==> src/rtl/calc_stack_display_ctrl.sv <==
// Calculator operand stack with command sequencing and display snapshot bus.
// Optional CALC_FRAME_SYNC_EN: numbers reloads only on the vblank rising edge.
module calc_stack_display_ctrl #(
  parameter int unsigned     DEPTH        = 15,
  parameter int unsigned     W            = 4,
  parameter logic [W-1:0]    EMPTY_NIBBLE = 4'hF
) (
  input  logic                 clk,
  input  logic                 rst_n,
  input  logic                 cmd_valid,
  output logic                 cmd_ready,
  input  logic [2:0]           cmd_op,
  input  logic [W-1:0]         cmd_data,
  input  logic                 vblank,
  output logic [DEPTH*W-1:0]   numbers,
  output logic [3:0]           depth,
  output logic [W-1:0]         top,
  output logic                 err_ovf,
  output logic                 err_unf
);

  typedef enum logic [1:0] {IDLE, EXEC, WB} state_t;
  typedef enum logic [2:0] {
    OP_PUSH  = 3'd0,
    OP_POP   = 3'd1,
    OP_ADD   = 3'd2,
    OP_SUB   = 3'd3,
    OP_MUL   = 3'd4,
    OP_CLEAR = 3'd5,
    OP_RSV6  = 3'd6,
    OP_RSV7  = 3'd7
  } op_t;

  state_t             state, state_nxt;
  op_t                op_q;
  logic [W-1:0]       data_q;
  logic [W-1:0]       stk [DEPTH];
  logic [3:0]         cnt;
  logic               ready_nxt;
  logic               accept;

  logic               ovf_d, unf_d;
  logic [W-1:0]       res_d;
  logic [2*W-1:0]     prod;
  logic               ovf_q, unf_q;
  logic [W-1:0]       res_q;
  logic [DEPTH*W-1:0] snap;

  assign accept = cmd_valid & cmd_ready;

  // State register
  always_ff @(posedge clk or negedge rst_n) begin
    if (!rst_n) state <= IDLE;
    else        state <= state_nxt;
  end

  // Next-state logic
  always_comb begin
    state_nxt = state;
    unique case (state)
      IDLE:    if (accept) state_nxt = EXEC;
      EXEC:    state_nxt = WB;
      WB:      state_nxt = IDLE;
      default: state_nxt = IDLE;
    endcase
  end

  // cmd_ready is registered so it stays low through reset and rises one edge later
  always_comb begin
    ready_nxt = (state_nxt == IDLE);
  end

  always_ff @(posedge clk or negedge rst_n) begin
    if (!rst_n) cmd_ready <= 1'b0;
    else        cmd_ready <= ready_nxt;
  end

  always_ff @(posedge clk or negedge rst_n) begin
    if (!rst_n) begin
      op_q   <= OP_PUSH;
      data_q <= '0;
    end else if (state == IDLE && accept) begin
      op_q   <= op_t'(cmd_op);
      data_q <= cmd_data;
    end
  end

  // Legality and result, computed from the pre-update stack in EXEC
  always_comb begin
    ovf_d = 1'b0;
    unf_d = 1'b0;
    res_d = '0;
    prod  = stk[1] * stk[0];
    unique case (op_q)
      OP_PUSH: ovf_d = (cnt == 4'(DEPTH));
      OP_POP:  unf_d = (cnt == 4'd0);
      OP_ADD: begin
        unf_d = (cnt < 4'd2);
        res_d = stk[1] + stk[0];
      end
      OP_SUB: begin
        unf_d = (cnt < 4'd2);
        res_d = stk[1] - stk[0];
      end
      OP_MUL: begin
        unf_d = (cnt < 4'd2);
        res_d = prod[W-1:0];
      end
      default: ;
    endcase
  end

  always_ff @(posedge clk or negedge rst_n) begin
    if (!rst_n) begin
      ovf_q <= 1'b0;
      unf_q <= 1'b0;
      res_q <= '0;
    end else if (state == EXEC) begin
      ovf_q <= ovf_d;
      unf_q <= unf_d;
      res_q <= res_d;
    end
  end

  // Stack update; vacated entries are zeroed so top reads 0 when empty
  always_ff @(posedge clk or negedge rst_n) begin
    if (!rst_n) begin
      for (int unsigned i = 0; i < DEPTH; i++) stk[i] <= '0;
      cnt     <= 4'd0;
      err_ovf <= 1'b0;
      err_unf <= 1'b0;
    end else if (state == WB) begin
      unique case (op_q)
        OP_PUSH: begin
          if (ovf_q) begin
            err_ovf <= 1'b1;
          end else begin
            for (int unsigned i = 1; i < DEPTH; i++) stk[i] <= stk[i-1];
            stk[0] <= data_q;
            cnt    <= cnt + 4'd1;
          end
        end
        OP_POP: begin
          if (unf_q) begin
            err_unf <= 1'b1;
          end else begin
            for (int unsigned i = 0; i < DEPTH-1; i++) stk[i] <= stk[i+1];
            stk[DEPTH-1] <= '0;
            cnt          <= cnt - 4'd1;
          end
        end
        OP_ADD, OP_SUB, OP_MUL: begin
          if (unf_q) begin
            err_unf <= 1'b1;
          end else begin
            stk[0] <= res_q;
            for (int unsigned i = 1; i < DEPTH-1; i++) stk[i] <= stk[i+1];
            stk[DEPTH-1] <= '0;
            cnt          <= cnt - 4'd1;
          end
        end
        OP_CLEAR: begin
          for (int unsigned i = 0; i < DEPTH; i++) stk[i] <= '0;
          cnt     <= 4'd0;
          err_ovf <= 1'b0;
          err_unf <= 1'b0;
        end
        default: ;
      endcase
    end
  end

  assign depth = cnt;
  assign top   = (cnt != 4'd0) ? stk[0] : '0;

  always_comb begin
    snap = '0;
    for (int unsigned i = 0; i < DEPTH; i++) begin
      snap[i*W +: W] = (i < {28'd0, cnt}) ? stk[i] : EMPTY_NIBBLE;
    end
  end

`ifdef CALC_FRAME_SYNC_EN
  logic vblank_q;
  logic late_q;
  logic vb_rise;

  assign vb_rise = vblank & ~vblank_q;

  // A rise coinciding with WB captures the pre-update stack, so reload once more
  always_ff @(posedge clk or negedge rst_n) begin
    if (!rst_n) begin
      vblank_q <= 1'b0;
      late_q   <= 1'b0;
      numbers  <= {DEPTH{EMPTY_NIBBLE}};
    end else begin
      vblank_q <= vblank;
      late_q   <= vb_rise && (state == WB);
      if (vb_rise || late_q) numbers <= snap;
    end
  end
`else
  logic unused_vblank;
  assign unused_vblank = vblank;

  always_ff @(posedge clk or negedge rst_n) begin
    if (!rst_n) numbers <= {DEPTH{EMPTY_NIBBLE}};
    else        numbers <= snap;
  end
`endif

endmodule

==> config.mk <==
export PLATFORM = sky130hd
export DESIGN_NAME = calc_stack_display_ctrl
export DESIGN_NICKNAME = d
export VERILOG_FILES = /design/src/rtl/calc_stack_display_ctrl.sv
export SDC_FILE = /design/constraint.sdc
export NUM_CORES = 1
export LEC_CHECK = 0
export CORE_MARGIN = 3
export CORE_UTILIZATION = 55
export DETAILED_ROUTE_END_ITERATION = 7
export GPL_TIMING_DRIVEN = 0
export PLACE_DENSITY = 0.89
export SYNTH_ARGS = -nofsm -noshare
export SYNTH_HDL_FRONTEND = slang
export SYNTH_SLANG_ARGS = --single-unit
==> constraint.sdc <==
create_clock -name clk -period 3.5 [get_ports clk]
set_clock_uncertainty 0.15 [all_clocks]
set_input_delay 0.525 -clock clk [delete_from_list [all_inputs] [get_ports clk]]
set_output_delay 0.525 -clock clk [all_outputs]
set_load 0.005 [all_outputs]
==> impl_results.md <==
* Initial DRC count at 495
* Gr ovfl total at 0
* Crit path max fanout at 9
* Placed Cells at 808
* R2R Path Start: op_q[0]$_DFFE_PN0P_
* Clock sinks at 142
* First-pass GRT wire length at 26,000 microns
* M1 WL at 6030 microns
* Most frequent cells after synthesis: 82 x dfrtp_1, 71 x nor2_1, 63 x a21oi_1, 60 x dfstp_2
* Clock Latency Late Sink at 0.43 ns
* Final Setup Violations at 0
* Hold path endpoint: numbers[58]$_DFF_PN1_
* Reg-to-reg setup timing slack at 0.50 ns
* Max transition margin at 0.590
* Synth top area share at 0.324
* Worst-Margin Slew at 0.612 ns
* Number of vias per cell at 5.99
* Synth Flop Type: dfrtp_1
* Crit share post-route at 0.935
* Top-count cell post-synth: dfrtp_1
* CP required at 2.82 ns
* Initial core utilization at 0.575
* Tmin final at 3.27 ns
* Register area share after synthesis at 0.572
* Total GRT Usage at 0.259
* Die extent in x at 113 microns
* I/O Pins at 82
* Nets at 713
* Hold WS at 0.350 ns
* Post-synth EDFFs at 0
* Critical Path Start Type: flip-flop
* Largest net degree at the start of global routing at 94
* Fmax at 305 MHz
* Async SR Flop Fraction at 1.00
* Max Cap Viol at 0
* Unrepaired setup endpoints after global routing: no
* Yosys warnings at 0
* Reg2reg path depth at 11
* Port bufs at 80
* Biggest area consumer among synthesized cells: dfrtp_1
* Pleak at 3.33 nW
* Avg Inst Size Synth at 10.8 sq um
* Top Metal Used: met4
* VDD IR max at 0.000494 V
* FF-to-FF End: res_q[3]$_DFFE_PN0P_
* Antenna viol nets, final at 0
* Total chip power at 0.00922 W
* Post-synth cell types at 51
* Worst hold start: stk[2]$_DFFE_PN0P_
* Status: complete, no violations
* WHS Path Cells at 1
* CTS tree: yes
* Vias in the first global route at 5,251
* P&R area growth vs syn at 25.0%
* DRT Wirelength at 16,000 microns
* Critical path endpoint category: output port
* Share of layout cells above drive strength 1 at 0.257
* Setup Crit Path Kind: reg2out
* Post-Synthesis Cells at 587
* Htree depth at 4
* Routed WL per cell at 19.0 microns
* Initial antenna violation count at 0
* Syn nets at 612
* Die H at 113 microns
* DRC at 0
* Clock transition at path regs at 0.06 ns
* Synth top area cells: dfrtp_1 32%, dfstp_2 25%, a22oi_1 6.2%, or2_2 5.1%, a21oi_1 5.0%
* Clk root buf: clkbuf_16
* Worst min path class: reg2reg
* Vias post-DR at 5,030
* Routability cong. at 0.889
* Routed wl met3 at 1400 microns
* Post-synthesis cell area at 6340 sq um
* Die Area at 12,900 sq um
* Final core utilization at 0.718
* Non-Filler Instances at 840
* Crit path DAT at 2.60 ns
* Setup TNS at 0 ns
* CTS Buffer Depth at 2
* First-pass iteration count of the detailed router at 5
* Max-slew violation count at 0
* Ant. Diodes at 0
* Metal2 WL at 8070 microns
* Final Hold Fails at 0
* Inserted Clock Buffers at 17
* Standard-cell rows at 38
* Synthesis-stage register bit count at 142
* HPWL after DPL at 10,700 microns
* Pwr per Cell Area at 1160 nW/um^2
* Core area at 11,000 sq um
-- routing by layer --
metal | track usage | vias to the layer above
met4 | 0.125 | 0
met5 | 0 | -
li1 | - | 2229
met2 | 0.430 | 286
met1 | 0.316 | 2463
met3 | 0.0663 | 52
-- power breakdown --
group	switching [W]	leakage, nW	internal [W]
sequential	0.000671	1.59	0.00258
combinational	0.00226	1.47	0.00201
clock	0.000666	0.270	0.00103
-- sequential cells by signal, summed over array words and instances, names as in the netlist --
name       flops
op_q           3
stk           60
state          2
err_unf        1
res_q          4
data_q         4
err_ovf        1
ovf_q          1
cmd_ready      1
unf_q          1
depth          4
numbers       60
-- layout by cell type (no fill, tap or decap), types with 8 or more instances in the layout --
| cell type | instances |
|---|---|
| clkdlybuf4s50_1 | 79 |
| a31oi_1 | 9 |
| nor2_1 | 71 |
| buf_2 | 8 |
| mux2_2 | 8 |
| nand2_1 | 33 |
| ha_1 | 13 |
| a22oi_1 | 52 |
| clkbuf_16 | 18 |
| nand3_1 | 8 |
| a21oi_1 | 63 |
| or2_2 | 52 |
| dfrtp_1 | 82 |
| o21ai_0 | 16 |
| mux2i_1 | 10 |
| clkbuf_1 | 19 |
| inv_1 | 12 |
| dfstp_2 | 60 |
| buf_6 | 10 |
| xnor2_1 | 8 |
-- logic make-up (layout without fill, tap and decap cells) --
group | count (synthesis) | in the layout | synth area share
adders and majority gates | 14 | 14 | 0.0288
muxes | 18 | 18 | 0.0300
and+or+nand+nor | 192 | 192 | 0.151
xor gates and xnor gates | 10 | 10 | 0.0160
DFF | 142 | 142 | 0.572
buffers and inverters | 50 | 163 | 0.0436
AOI/OAI and AO/OA | 161 | 161 | 0.159
-- worst max-delay path, cell delays in order, from the launching register on --
cell	delay (ns)
dfrtp_1	0.43
clkbuf_1	0.23
inv_1	0.13
ha_1	0.37
nor3b_4	0.46
nor2_1	0.08
clkdlybuf4s50_1	0.46
-- metrics by stage --
stage	setup slack [ns]	cell area, sq um
floorplan	1.02	6340
global placement	-3.34	7320
detailed placement	0.605	7350
CTS	0.0781	7920
global route	0.0517	7930
finish	0.226	7930
-- worst max-delay path by stage --
stage                            to  slack (ns)                 start  depth (start not counted)
5_1_grt                      top[3]        0.05  depth[1]$_DFFE_PN0P_                          6
4_1_cts                      top[1]        0.08  depth[1]$_DFFE_PN0P_                          6
6_report                     top[0]        0.23  depth[1]$_DFFE_PN0P_                          6
2_1_floorplan  res_q[3]$_DFFE_PN0P_        1.02   op_q[0]$_DFFE_PN0P_                         11
3_5_place_dp   res_q[3]$_DFFE_PN0P_        0.60   op_q[0]$_DFFE_PN0P_                         11
3_3_place_gp     stk[2]$_DFFE_PN0P_       -3.34                 rst_n                          1
-- final cells by class --
class,instances,area [sq um]
sequential,142,3630
buffer,38,231
clock inverter,10,90.1
timing repair buffer,82,840
fill,782,3110
clock buffer,21,472
multi-input combinational,395,2440
tap,140,175
inverter,12,45.0
-- what timing repair did --
action / CTS / global route
endpoints found under the setup margin: 0 / 4
resized for setup: 0 / 1
endpoints found under the hold margin: 8 / 0
setup buffers: 0 / 0
hold buffers: 1 / 0
Power figures use the tool's default switching activity.
